===== src/rtl/muldiv_unit_if.sv =====
// ============================================================================
//  muldiv_unit_if : start/busy/done handshake and HI/LO read port
//  Rev 1.0 - initial release
// ============================================================================
`default_nettype none

interface muldiv_unit_if;
   logic        start;
   logic [2:0]  op;
   logic [31:0] a;
   logic [31:0] b;
   logic        busy;
   logic        done;
   logic [31:0] hi;
   logic [31:0] lo;

   modport master (output start, op, a, b, input busy, done, hi, lo);
   modport slave  (input start, op, a, b, output busy, done, hi, lo);
endinterface

`default_nettype wire


===== src/rtl/muldiv_unit.sv =====
// ============================================================================
//  muldiv_unit : iterative 32-step MULT/MULTU/DIV/DIVU sequencer owning HI/LO
//  Optional divider built only when MULDIV_DIV_EN is defined.
//  Rev 1.0 - initial release
// ============================================================================
`default_nettype none

module muldiv_unit (
   input  logic           clk,
   input  logic           rst_n,
   muldiv_unit_if.slave   bus
);

   localparam logic [2:0] c_OP_MULT  = 3'b000;
   localparam logic [2:0] c_OP_MULTU = 3'b001;
   localparam logic [2:0] c_OP_DIV   = 3'b010;
   localparam logic [2:0] c_OP_DIVU  = 3'b011;
   localparam logic [2:0] c_OP_MTHI  = 3'b100;
   localparam logic [2:0] c_OP_MTLO  = 3'b101;

   typedef enum logic [1:0] {S_IDLE = 2'd0, S_CALC = 2'd1, S_FIX = 2'd2} state_t;

   state_t      r_state;
   logic [4:0]  r_cnt;
   logic [63:0] r_acc;
   logic [31:0] r_opnd;
   logic        r_neg_res;
   logic        r_busy;
   logic        r_done;
   logic [31:0] r_hi;
   logic [31:0] r_lo;

   // Opcodes with op[0]==0 (MULT, DIV) are the signed variants
   logic        w_is_signed;
   logic        w_a_neg;
   logic        w_b_neg;
   logic [31:0] w_a_mag;
   logic [31:0] w_b_mag;
   logic [32:0] w_mul_sum;
   logic [63:0] w_mul_next;
   logic [63:0] w_prod_neg;

   assign w_is_signed = ~bus.op[0];
   assign w_a_neg     = w_is_signed & bus.a[31];
   assign w_b_neg     = w_is_signed & bus.b[31];
   assign w_a_mag     = w_a_neg ? (32'd0 - bus.a) : bus.a;
   assign w_b_mag     = w_b_neg ? (32'd0 - bus.b) : bus.b;

   // Accumulator holds {partial product, remaining multiplier bits}
   assign w_mul_sum   = {1'b0, r_acc[63:32]} + (r_acc[0] ? {1'b0, r_opnd} : 33'd0);
   assign w_mul_next  = {w_mul_sum, r_acc[31:1]};
   assign w_prod_neg  = 64'd0 - r_acc;

`ifdef MULDIV_DIV_EN
   logic        r_is_div;
   logic        r_div0;
   logic        r_neg_rem;
   logic [31:0] r_a_raw;

   // Accumulator holds {remainder, dividend bits shifting into quotient}
   logic [32:0] w_rem_sh;
   logic [31:0] w_rem_diff;
   logic        w_rem_ge;
   logic [63:0] w_div_next;
   logic [31:0] w_q_neg;
   logic [31:0] w_r_neg;

   assign w_rem_sh   = r_acc[63:31];
   assign w_rem_diff = w_rem_sh[31:0] - r_opnd;
   assign w_rem_ge   = (w_rem_sh >= {1'b0, r_opnd});
   assign w_div_next = {(w_rem_ge ? w_rem_diff : w_rem_sh[31:0]), r_acc[30:0], w_rem_ge};
   assign w_q_neg    = 32'd0 - r_acc[31:0];
   assign w_r_neg    = 32'd0 - r_acc[63:32];
`endif

   always_ff @(posedge clk or negedge rst_n) begin
      if (!rst_n) begin
         r_state   <= S_IDLE;
         r_cnt     <= 5'd0;
         r_acc     <= 64'd0;
         r_opnd    <= 32'd0;
         r_neg_res <= 1'b0;
         r_busy    <= 1'b0;
         r_done    <= 1'b0;
         r_hi      <= 32'd0;
         r_lo      <= 32'd0;
`ifdef MULDIV_DIV_EN
         r_is_div  <= 1'b0;
         r_div0    <= 1'b0;
         r_neg_rem <= 1'b0;
         r_a_raw   <= 32'd0;
`endif
      end else begin
         r_done <= 1'b0;
         case (r_state)
            S_IDLE: begin
               if (bus.start) begin
                  case (bus.op)
                     c_OP_MTHI: begin
                        r_hi   <= bus.a;
                        r_done <= 1'b1;
                     end
                     c_OP_MTLO: begin
                        r_lo   <= bus.a;
                        r_done <= 1'b1;
                     end
                     c_OP_MULT, c_OP_MULTU: begin
                        r_acc     <= {32'd0, w_b_mag};
                        r_opnd    <= w_a_mag;
                        r_neg_res <= w_a_neg ^ w_b_neg;
                        r_cnt     <= 5'd0;
                        r_busy    <= 1'b1;
                        r_state   <= S_CALC;
`ifdef MULDIV_DIV_EN
                        r_is_div  <= 1'b0;
`endif
                     end
                     c_OP_DIV, c_OP_DIVU: begin
`ifdef MULDIV_DIV_EN
                        r_acc     <= {32'd0, w_a_mag};
                        r_opnd    <= w_b_mag;
                        r_neg_res <= w_a_neg ^ w_b_neg;
                        r_neg_rem <= w_a_neg;
                        r_div0    <= (bus.b == 32'd0);
                        r_a_raw   <= bus.a;
                        r_is_div  <= 1'b1;
                        r_cnt     <= 5'd0;
                        r_busy    <= 1'b1;
                        r_state   <= S_CALC;
`else
                        r_hi   <= 32'd0;
                        r_lo   <= 32'd0;
                        r_done <= 1'b1;
`endif
                     end
                     default: ;
                  endcase
               end
            end
            S_CALC: begin
`ifdef MULDIV_DIV_EN
               r_acc <= r_is_div ? w_div_next : w_mul_next;
`else
               r_acc <= w_mul_next;
`endif
               r_cnt <= r_cnt + 5'd1;
               if (r_cnt == 5'd31)
                  r_state <= S_FIX;
            end
            S_FIX: begin
`ifdef MULDIV_DIV_EN
               if (r_is_div) begin
                  // Divide-by-zero reports the raw dividend, bypassing sign fixup
                  if (r_div0) begin
                     r_hi <= r_a_raw;
                     r_lo <= 32'hFFFF_FFFF;
                  end else begin
                     r_lo <= r_neg_res ? w_q_neg : r_acc[31:0];
                     r_hi <= r_neg_rem ? w_r_neg : r_acc[63:32];
                  end
               end else begin
                  r_hi <= r_neg_res ? w_prod_neg[63:32] : r_acc[63:32];
                  r_lo <= r_neg_res ? w_prod_neg[31:0]  : r_acc[31:0];
               end
`else
               r_hi <= r_neg_res ? w_prod_neg[63:32] : r_acc[63:32];
               r_lo <= r_neg_res ? w_prod_neg[31:0]  : r_acc[31:0];
`endif
               r_busy  <= 1'b0;
               r_done  <= 1'b1;
               r_state <= S_IDLE;
            end
            default: r_state <= S_IDLE;
         endcase
      end
   end

   assign bus.busy = r_busy;
   assign bus.done = r_done;
   assign bus.hi   = r_hi;
   assign bus.lo   = r_lo;

endmodule

`default_nettype wire


===== src/flat_wrapper.sv =====
// flat-port wrapper written by rule: the top's interface ports become plain ports
module muldiv_unit_flat 
  (clk, rst_n, bus_start, bus_op, bus_a, bus_b, bus_busy, bus_done, bus_hi, bus_lo);
  muldiv_unit_if bus_i ();
  input  logic clk;
  input  logic rst_n;
  input wire logic [$bits(bus_i.start)-1:0] bus_start;
  input wire logic [$bits(bus_i.op)-1:0] bus_op;
  input wire logic [$bits(bus_i.a)-1:0] bus_a;
  input wire logic [$bits(bus_i.b)-1:0] bus_b;
  output wire logic [$bits(bus_i.busy)-1:0] bus_busy;
  output wire logic [$bits(bus_i.done)-1:0] bus_done;
  output wire logic [$bits(bus_i.hi)-1:0] bus_hi;
  output wire logic [$bits(bus_i.lo)-1:0] bus_lo;
  assign bus_i.start = bus_start;
  assign bus_i.op = bus_op;
  assign bus_i.a = bus_a;
  assign bus_i.b = bus_b;
  assign bus_busy = bus_i.busy;
  assign bus_done = bus_i.done;
  assign bus_hi = bus_i.hi;
  assign bus_lo = bus_i.lo;
  muldiv_unit u_core (.clk(clk), .rst_n(rst_n), .bus(bus_i));
endmodule

===== config.mk =====
export PLATFORM = sky130hd
export DESIGN_NAME = muldiv_unit_flat
export DESIGN_NICKNAME = d
export VERILOG_FILES = /design/src/rtl/muldiv_unit_if.sv /design/src/rtl/muldiv_unit.sv /design/src/flat_wrapper.sv
export SDC_FILE = /design/constraint.sdc
export NUM_CORES = 1
export LEC_CHECK = 0
export BUFFER_PORTS_ARGS = -buffer_cell sky130_fd_sc_hd__buf_2
export CAP_MARGIN = 20
export CORE_MARGIN = 2
export CORE_UTILIZATION = 60
export CTS_CLUSTER_DIAMETER = 200
export DETAILED_ROUTE_END_ITERATION = 8
export PLACE_DENSITY_LB_ADDON = 0.2
export SYNTH_ARGS = -nofsm -noshare
export SYNTH_HDL_FRONTEND = slang
export SYNTH_SLANG_ARGS = --single-unit

===== constraint.sdc =====
create_clock -name clk -period 3.7 [get_ports clk]
set_input_delay 0.185 -clock clk [delete_from_list [all_inputs] [get_ports clk]]
set_output_delay 0.185 -clock clk [all_outputs]
set_load 0.05 [all_outputs]

==> results.md <==
* Synth Flop Type: dfrtp_1
* Combinational power share at 0.526
* I/O pin count at 136
* Sw Pwr at 5.83 mW
* Syn Area/Cell at 8.25 um^2
* Initial Util at 0.617
* Max-cap violations at 0
* Final setup margin at 0.358 ns
* Post-route cell area at 13,100 um^2
* Classification of the worst setup path: reg -> reg
* Pre-CTS setup slack at 0.439 ns
* Relative slew margins at 0.292
* CTS Root Cell: clkbuf_16
* Drt wl/cell at 21.5 um
* Pint at 5.66 mW
* DRT Wirelength at 38.0 mm
* GR Util All Layers at 0.370
* First-pass GRT wire length at 58.2 mm
* Pleak at 5.31 nW
* Die Y at 143 um
* Sink Count at 170
* Flop pwr share at 0.323
* Fin Setup TNS at 0 ns
* Skew final at 0.0113 ns
* Synthesized Nets at 1,522
* Max Fanout on Critical Path at 20
* Final Non-Filler Cells at 1,767
* Post-synth EDFFs at 0
* CP peak stage delay at 0.66 ns
* Setup-failing EPs final at 0
* Antenna Cells at 0
* Fmax at 299 MHz
* Max Slew Vio Count at 0
* Most frequent cells in the layout: dfrtp_1 (169), o21ai_0 (149), nand2_1 (144)
* Pin count of the biggest net entering global routing at 82
* Fin Hold WS at 0.0569 ns
* IO Port Bufs at 135
* CP max stage cell: dfrtp_1
* Post-synthesis cell type count at 66
* Switching Share at 0.508
* Clk_lat worst skew at 0.44 ns
* Power per Cell Area at 877 nW/um^2
* Utilization after layout at 0.694
* CTS tree: built
* Buffers & Inverters on Critical Path at 1
* Average vias per placed instance at 6.44
* Die W at 143 um
* Detailed-route via count at 11,372
* Max IR drop VDD at 0.440 mV
* Total power at 11.5 mW
* Starting DRT DRC Count at 1,508
* # resized after CTS at 0
* Slew @ Worst Pin at 1.06 ns
* Seq/Total Area, Yosys at 0.365
* CTS buffer count at 17
* Hold Fails Final Rpt at 0
* Clk pwr share at 0.151
* Arrival @ worst endpoint at 3.72 ns
* Hold Path Class: in -> reg
* Gr ovfl total at 0
* Outcome: completed
* Syn-to-layout area delta at 12.4%
* Core area at 18,900 um^2
* Commonest non-fill, non-tap cell in the layout: dfrtp_1
* Post-DP Area at 12,500 um^2
* Post-Place Cells at 1,733
* Fin crit share at 0.903
* Post-Syn Area at 11,700 um^2
* Vias in the first global route at 10,358
* Post-synthesis register bit count at 170
* Unrepaired setup endpoints after global routing: false
* Data required time of the worst path at 4.07 ns
* Critical path's top delay family: compound AO/OA/AOI/OAI gates
* Clock transition at path regs at 0.07 ns
* Antenna Violating Nets Remaining at 0
* Synthesis Warnings at 0
* Nets at 1,602
* CP Capture Type: flop
* GP Congestion at 0.967
* Clk buf depth at 2
* Mapped Cells at 1,414
* Share of cells above drive strength 1 at 0.147
* Rows at 50
* Filler instances at 1,615
* Async SR Flop Fraction at 1.00
* Min Tclk post-route at 3.34 ns
* H-tree depth at 4
* Die area at 20,600 um^2
* Crit path cell chain: and2_1 -> ha_1 -> inv_1 -> fa_1 -> nand2b_1 -> a21oi_1 -> o31ai_1 -> o211ai_1 -> a211oi_1 -> or4_1 -> nand3_1
* Antenna violations before repair at 0
* Drc violations at 0
* Pre-antenna DRT Iters at 6
* Startpoint types: flop
* Post-DP HPWL at 28.2 mm
==> flip-flops by register name (all words and copies together) (netlist names) <==
name / cells
u_core.r_acc: 64
u_core.bus.hi: 32
u_core.bus.lo: 32
u_core.r_opnd: 32
u_core.r_cnt: 5
u_core.r_state: 2
u_core.bus.busy: 1
u_core.bus.done: 1
u_core.r_neg_res: 1
==> worst min-delay path, cell delays in order <==
cell and delay [ns]:
buf_2 0.09, xnor2_1 0.10, o21ai_0 0.07
==> synthesized netlist by cell type (all sizes together) (4+ instances only) <==
library cell | n | area share
dfrtp | 170 | 0.36
o21ai | 153 | 0.066
nand2 | 144 | 0.046
a21oi | 133 | 0.057
nor2 | 117 | 0.038
clkbuf | 88 | 0.028
xor2 | 80 | 0.060
xnor2 | 66 | 0.050
o22ai | 54 | 0.029
a22oi | 41 | 0.026
ha | 37 | 0.040
and2 | 34 | 0.018
o31ai | 30 | 0.019
or4 | 23 | 0.016
inv | 22 | 0.0071
nand3 | 21 | 0.0094
or3 | 20 | 0.011
nor3 | 19 | 0.0082
nand4 | 17 | 0.0091
o41ai | 17 | 0.016
nor4 | 15 | 0.010
nand2b | 12 | 0.0064
buf | 11 | 0.0038
a31oi | 9 | 0.0048
nor2b | 8 | 0.0043
a21o | 7 | 0.0045
and3 | 7 | 0.0038
o221ai | 7 | 0.0053
o211ai | 5 | 0.0032
a21boi | 4 | 0.0026
mux2i | 4 | 0.0034
o21a | 4 | 0.0026
==> cell families after synthesis <==
logic type | count (synthesis) | synth area share
XOR/XNOR | 146 | 0.110
adder cells (fa/ha/maj) | 38 | 0.0414
multiplexers | 4 | 0.00343
AND/OR/NAND/NOR | 451 | 0.191
buffers and inverters | 121 | 0.0392
flip-flops | 170 | 0.365
AO/OA/AOI/OAI | 484 | 0.251
==> layout make-up <==
type	instances	area, um^2	area share
Clock buffer	19	453	0.0346
Clock inverter	13	109	0.00830
Inverter	22	82.6	0.00630
Multi-Input combinational cell	1123	7000	0.534
Sequential cell	170	4260	0.325
Tap cell	260	325	0.0248
Timing Repair Buffer	160	885	0.0675
==> worst paths after layout <==
path | from | to | slack, ns | cells past startpoint
setup / recovery | u_core.r_acc[0]$_DFFE_PN0P_ | u_core.r_acc[55]$_DFFE_PN0P_ | 0.36 | 11
hold / removal | bus_b[20] | u_core.r_acc[20]$_DFFE_PN0P_ | 0.06 | 3
setup reg to reg | u_core.r_acc[0]$_DFFE_PN0P_ | u_core.r_acc[55]$_DFFE_PN0P_ | 0.36 | 11
hold reg to reg | u_core.r_opnd[3]$_DFFE_PN0P_ | u_core.r_opnd[3]$_DFFE_PN0P_ | 0.48 | 2
max in group asynchronous | rst_n | u_core.r_acc[25]$_DFFE_PN0P_ | 2.41 | 3
min in group asynchronous | rst_n | u_core.r_opnd[19]$_DFFE_PN0P_ | 0.34 | 2
==> power groups by stage <==
stage / logic (mW) / registers (mW) / clock network (mW)
floorplan: 3.65 / 4.16 / 0
global placement: 5.83 / 3.67 / 0
detailed placement: 5.92 / 3.67 / 0
CTS: 5.96 / 3.65 / 1.74
global route: 6.55 / 3.79 / 1.82
finish: 6.04 / 3.72 / 1.73
==> metal layers <==
metal  track usage  wire, um
met1         0.539     16600
met2         0.545     16500
met3        0.0790      3730
met4         0.130      1240
met5             0         0
==> timing repair <==
item,4_1_cts,5_1_grt
buffers inserted,0,0
endpoints found under the hold margin,79,0
endpoints found under the setup margin,0,0
hold buffers,1,0
(Power assumes the default switching activity.)
